$ cat src/rtl/spi_pkg.sv
// spi_pkg: shared widths, depth and types for the SPI TX FIFO.
package spi_pkg;
   localparam int SPI_DW = 12;
   localparam int SPI_TX_DEPTH = 8;
   typedef enum logic [1:0] {IDLE, ISSUE, WAIT_ACK} tx_state_e;
   typedef struct packed {
      logic cmd;
      logic [SPI_DW-1:0] data;
   } tx_entry_t;
endpackage

$ cat src/rtl/spi_tx_fifo_mem.sv
// spi_tx_fifo_mem: DEPTH x (DW+1) register array, synchronous write, asynchronous read.
module spi_tx_fifo_mem
   import spi_pkg::*;
#(
   parameter int DW = SPI_DW,
   parameter int DEPTH = SPI_TX_DEPTH
) (
   input  logic                     clk,
   input  logic                     we_i,
   input  logic [$clog2(DEPTH)-1:0] waddr_i,
   input  logic [DW:0]              wdata_i,
   input  logic [$clog2(DEPTH)-1:0] raddr_i,
   output logic [DW:0]              rdata_o
);
   logic [DW:0] mem_q [DEPTH];
   always_ff @(posedge clk)
      if (we_i) mem_q[waddr_i] <= wdata_i;
   assign rdata_o = mem_q[raddr_i];
endmodule

$ cat src/rtl/spi_tx_fifo.sv
// spi_tx_fifo: buffers {cmd, data} words from wishbone_if and replays them to spi_if via wr/ack.
// Optional SPI_TX_FIFO_STATUS_EN adds level and sticky ovf outputs.
module spi_tx_fifo
   import spi_pkg::*;
#(
   parameter int DW = SPI_DW,
   parameter int DEPTH = SPI_TX_DEPTH
) (
   input  logic                   clk,
   input  logic                   rst,
   input  logic [DW-1:0]          in_data,
   input  logic                   in_cmd,
   input  logic                   in_wr,
   output logic                   in_full,
   input  logic                   flush,
   output logic [DW-1:0]          out_data,
   output logic                   out_cmd,
   output logic                   out_wr,
   input  logic                   out_ack,
   output logic                   empty,
   output logic                   busy
`ifdef SPI_TX_FIFO_STATUS_EN
   ,
   output logic [$clog2(DEPTH):0] level,
   output logic                   ovf
`endif
);
   localparam int AW = $clog2(DEPTH);
   localparam int PW = AW + 1;
   localparam logic [AW:0] FULL_GAP = PW'(DEPTH);
   tx_state_e state_q, state_d;
   logic [AW:0] wr_ptr_q, wr_ptr_d, rd_ptr_q, rd_ptr_d;
   logic [DW-1:0] out_data_q, out_data_d;
   logic out_cmd_q, out_cmd_d, in_full_q, in_full_d, empty_q, empty_d;
   logic push, pop, load;
   logic [DW:0] head;
   spi_tx_fifo_mem #(.DW(DW), .DEPTH(DEPTH)) u_mem (
      .clk     (clk),
      .we_i    (push),
      .waddr_i (wr_ptr_q[AW-1:0]),
      .wdata_i ({in_cmd, in_data}),
      .raddr_i (rd_ptr_q[AW-1:0]),
      .rdata_o (head)
   );
   assign push = in_wr & ~in_full_q & ~flush;
   assign pop = (state_q == WAIT_ACK) & out_ack;
   assign load = (state_q == IDLE) & ~empty_q & ~flush;
   always_comb begin
      state_d = (state_q == IDLE) ? (load ? ISSUE : IDLE) :
                (state_q == ISSUE) ? WAIT_ACK : (out_ack ? IDLE : WAIT_ACK);
      // A flush while busy keeps the in-flight head so its ack still pops it.
      wr_ptr_d = flush ? rd_ptr_q + PW'(busy) : wr_ptr_q + PW'(push);
      rd_ptr_d = rd_ptr_q + PW'(pop);
      in_full_d = (wr_ptr_d - rd_ptr_d) == FULL_GAP;
      empty_d = wr_ptr_d == rd_ptr_d;
      out_data_d = load ? head[DW-1:0] : out_data_q;
      out_cmd_d = load ? head[DW] : out_cmd_q;
   end
   always_ff @(posedge clk or posedge rst)
      if (rst) begin
         state_q <= IDLE;
         wr_ptr_q <= '0;
         rd_ptr_q <= '0;
         out_data_q <= '0;
         out_cmd_q <= 1'b0;
         in_full_q <= 1'b0;
         empty_q <= 1'b1;
      end else begin
         state_q <= state_d;
         wr_ptr_q <= wr_ptr_d;
         rd_ptr_q <= rd_ptr_d;
         out_data_q <= out_data_d;
         out_cmd_q <= out_cmd_d;
         in_full_q <= in_full_d;
         empty_q <= empty_d;
      end
   assign out_wr = state_q == ISSUE;
   assign busy = state_q != IDLE;
   assign out_data = out_data_q;
   assign out_cmd = out_cmd_q;
   assign in_full = in_full_q;
   assign empty = empty_q;
`ifdef SPI_TX_FIFO_STATUS_EN
   logic ovf_q, ovf_d;
   assign ovf_d = flush ? 1'b0 : ovf_q | (in_wr & in_full_q);
   always_ff @(posedge clk or posedge rst)
      if (rst) ovf_q <= 1'b0;
      else ovf_q <= ovf_d;
   assign level = wr_ptr_q - rd_ptr_q;
   assign ovf = ovf_q;
`endif
endmodule

$ cat config.mk
export PLATFORM = sky130hd
export DESIGN_NAME = spi_tx_fifo
export DESIGN_NICKNAME = d
export VERILOG_FILES = /design/src/rtl/spi_pkg.sv /design/src/rtl/spi_tx_fifo_mem.sv /design/src/rtl/spi_tx_fifo.sv
export SDC_FILE = /design/constraint.sdc
export NUM_CORES = 1
export LEC_CHECK = 0
export CORE_MARGIN = 1.5
export CORE_UTILIZATION = 47
export DETAILED_ROUTE_END_ITERATION = 12
export GPL_TIMING_DRIVEN = 0
export HOLD_SLACK_MARGIN = 0.15
export PLACE_DENSITY_LB_ADDON = 0.3
export SLEW_MARGIN = 20
export SYNTH_ARGS = -nofsm -noshare
export SYNTH_HDL_FRONTEND = slang
export SYNTH_SLANG_ARGS = --single-unit
$ cat constraint.sdc
create_clock -name clk -period 3.6 [get_ports clk]
set_clock_uncertainty 0.2 [all_clocks]
set_input_delay 0.36 -clock clk [delete_from_list [all_inputs] [get_ports clk]]
set_output_delay 0.36 -clock clk [all_outputs]
set_load 0.02 [all_outputs]
==> flow_summary.ini, run 1 <==
[status]
status = complete, no violations

[cells_and_area]
syn_to_final_growth_pct = 22.2
final_area_mm2 = 0.00631
layout.nets = 410
antennaDiodeCount = 0
layout-drive-gt1-share_pct = 13.6
final_cells = 536
fin_util_pct = 58.5

[worst_setup_path]
worstPathArrival_ps = 3420
regToRegEndpoint = in_full$_DFF_PP0_
regToRegSetupSlack_ps = 670
path_class = in -> reg
cpMostUsedCell = ha_1
r2r_cells = 9
end_kind = flop
cp_data_required_time_ps = 3810
critPathLaunchType = input port
cp_max_fo = 7
crit_end = in_full$_DFF_PP0_
r2r-start = in_full$_DFF_PP0_
crit_slowest_cell = dlygate4sd3_1
path_cells = dlygate4sd3_1 -> clkbuf_1 -> nor3b_1 -> ha_1 -> ha_1 -> mux2_2 -> ha_1 -> a21o_1 -> a21oi_1 -> xnor3_1 -> and4_1
cpPeakStageDelay_ps = 530
critPathLaunch = flush

[synth]
synth_top_area_share_pct = 60.5
synth_cells = 324
synth.most_common_cell = edfxtp_1
synth_common_cells = edfxtp_1 (104), mux2i_1 (53), nand2_1 (30)
synth_area_mm2 = 0.00516
yosysTopAreaCell = edfxtp_1
synth_edf_count = 104
synth_seq_cells = 129
avgSynthCellArea_um2 = 15.9
synth.area.top_cells = edfxtp_1 (60%), dfrtp_1 (12%), mux2i_1 (10%)
synth_ff_type = edfxtp_1
ys.warnings.count = 0
ys_types = 32
synth-seq-area-share_pct = 72.6
async_flop_share_pct = 19.4
synth_nets = 351

[sta]
setup_ws_ps = 391
fin_crit_sh_pct = 89.1
tightest_slew_ps = 889
finalMaxSlewViolations = 0
setup_violations = 0
fin_tns_setup_ps = 0
min_period_ps = 3210
hold_violations = 0
rsz0062_at_grt = false
max_freq_ghz = 0.312
relSlewSlack_pct = 40.6
hold_ws_ps = 272

[global_route]
overflow = 0
grt_pass1_wl_um = 16500
antenna_found_initial = 0
grt_max_degree = 26
grt_pass1_vias = 2944
grtUsageTotal_pct = 20.4

[place]
placed_area_mm2 = 0.00574
preCtsSetupSlack_ps = 212
dp.cells = 502
place.port_buffers = 33
gp_congestion = 0.733
hpwl_um = 6630

[clock_tree]
max-clock-path-buffers = 2
cts_tree = done
clk_pin_slew_ps = 60
root_buffer = clkbuf_8
ctsResizeCount = 0
clkLatencyLatePin_ps = 520
holdBufCountCts = 2
htreeDepth = 4
cts.sinks = 129
cts_inserted_buffers = 17
post_cts_buffers = 0

[power_and_ir_drop]
p_leak_nw = 2.41
power.density_mw_per_mm2 = 836
power_mw = 5.27
vdd_drop_max_uv = 372

[drt]
vias_per_cell = 5.32
drt_pass1_iterations = 4
route.detailed.drc = 0
routedWlPerCell_um = 19.8
drt-initial-drc-count = 215
ant_nets = 0
wl_um = 10600
vias = 2849

[floorplanning]
die-area_mm2 = 0.0116
initial_utilization_pct = 47.8
dieWidth_um = 108
die_h_um = 108
core.rowCount = 38
coreArea_mm2 = 0.0108
ios = 35

[run]
maxCapViolCount = 0

[hold_path]
hp-class = reg -> reg
==> layout make-up <==
class                   instances  area [µm²]
fillers                       834        4480
flip-flops and latches        129        3750
multi-input cells             173        1340
clock buffers                  20         435
repair buffers                 40         395
well taps                     140         175
clock inverters                12         115
plain buffers                  15        71.3
inverters                       7        26.3
==> state kept, by name (all words and copies together) (netlist names) <==
name,count
rd_ptr_q,4
wr_ptr_q,4
state_q,2
u_mem.mem_q,104
out_data,12
empty,1
out_cmd,1
in_full,1
==> kinds of logic (layout without fill, tap and decap cells) <==
logic type               after synthesis  count (layout)  share of synthesized area, %
buffers and inverters                 22              94                          1.89
AO/OA/AOI/OAI                         29              29                          4.12
AND/OR/NAND/NOR                       71              71                          6.45
flip-flops                           129             129                          72.6
XOR/XNOR                               9               9                          1.79
multiplexers                          55              55                          10.9
adder cells (fa/ha/maj)                9               9                          2.18
==> critical path: cells and delay by family <==
| kind | cells | cell delay [ps] |
|---|---|---|
| simple gates | 2 | 610 |
| xor+xnor | 1 | 230 |
| mux | 1 | 290 |
| fa+ha+maj | 3 | 820 |
| buf+inv | 2 | 760 |
| compound gates | 2 | 350 |
==> layout by cell type, fill, tap and decap left out, types with 2 or more instances in the layout <==
cell,count
nor2_1,3
clkinv_1,3
mux2i_1,53
clkdlybuf4s50_1,33
nor2_2,6
buf_2,6
clkinv_2,4
nand2_1,30
clkbuf_8,2
buf_4,6
inv_1,5
clkbuf_16,16
bufinv_16,2
dlygate4sd3_1,2
nor3_2,2
nand2b_1,3
inv_2,2
dfrtp_1,24
ha_1,9
xnor2_1,3
and2_1,2
nor2b_1,3
clkinvlp_4,2
a22oi_1,26
clkbuf_1,9
nand3_1,16
xor2_1,5
edfxtp_1,104
==> worst min-delay path by stage <==
stage / cells past startpoint / to / slack, ps / from
floorplan: 1 / in_full$_DFF_PP0_ / 190 / rst
global placement: 2 / out_data[2]$_DFFE_PP0P_ / 260 / out_data[2]$_DFFE_PP0P_
detailed placement: 2 / out_cmd$_DFFE_PP0P_ / 260 / out_cmd$_DFFE_PP0P_
CTS: 3 / state_q[1]$_DFF_PP0_ / 250 / out_ack
global route: 3 / state_q[1]$_DFF_PP0_ / 280 / out_ack
finish: 2 / out_data[2]$_DFFE_PP0P_ / 270 / out_data[2]$_DFFE_PP0P_
==> routing by layer <==
| metal | track usage, % | vias to the layer above | part of all wire (%) |
|---|---|---|---|
| met1 | 26.5 | 1417 | 43 |
| met5 | 0 | - | 0 |
| met3 | 5.51 | 9 | 6.1 |
| met2 | 32.8 | 82 | 50 |
| li1 | - | 1341 | - |
| met4 | 7.71 | 0 | 0.72 |
==> report_power, final <==
group	switching, mW	leakage, nW	internal, mW	total [mW]
combinational	0.996	0.895	0.742	1.74
sequential	0.116	1.24	1.84	1.96
clock	0.591	0.267	0.991	1.58
total	1.70	2.41	3.57	5.27
No activity file was read; power rests on OpenSTA's default activity.
==> run 2: changes to the inputs <==
Settings changed: TNS_END_PERCENT from default to 20.
==> results of run 2 <==
The final DEF is identical to that of run 1; final timing and power are the same.
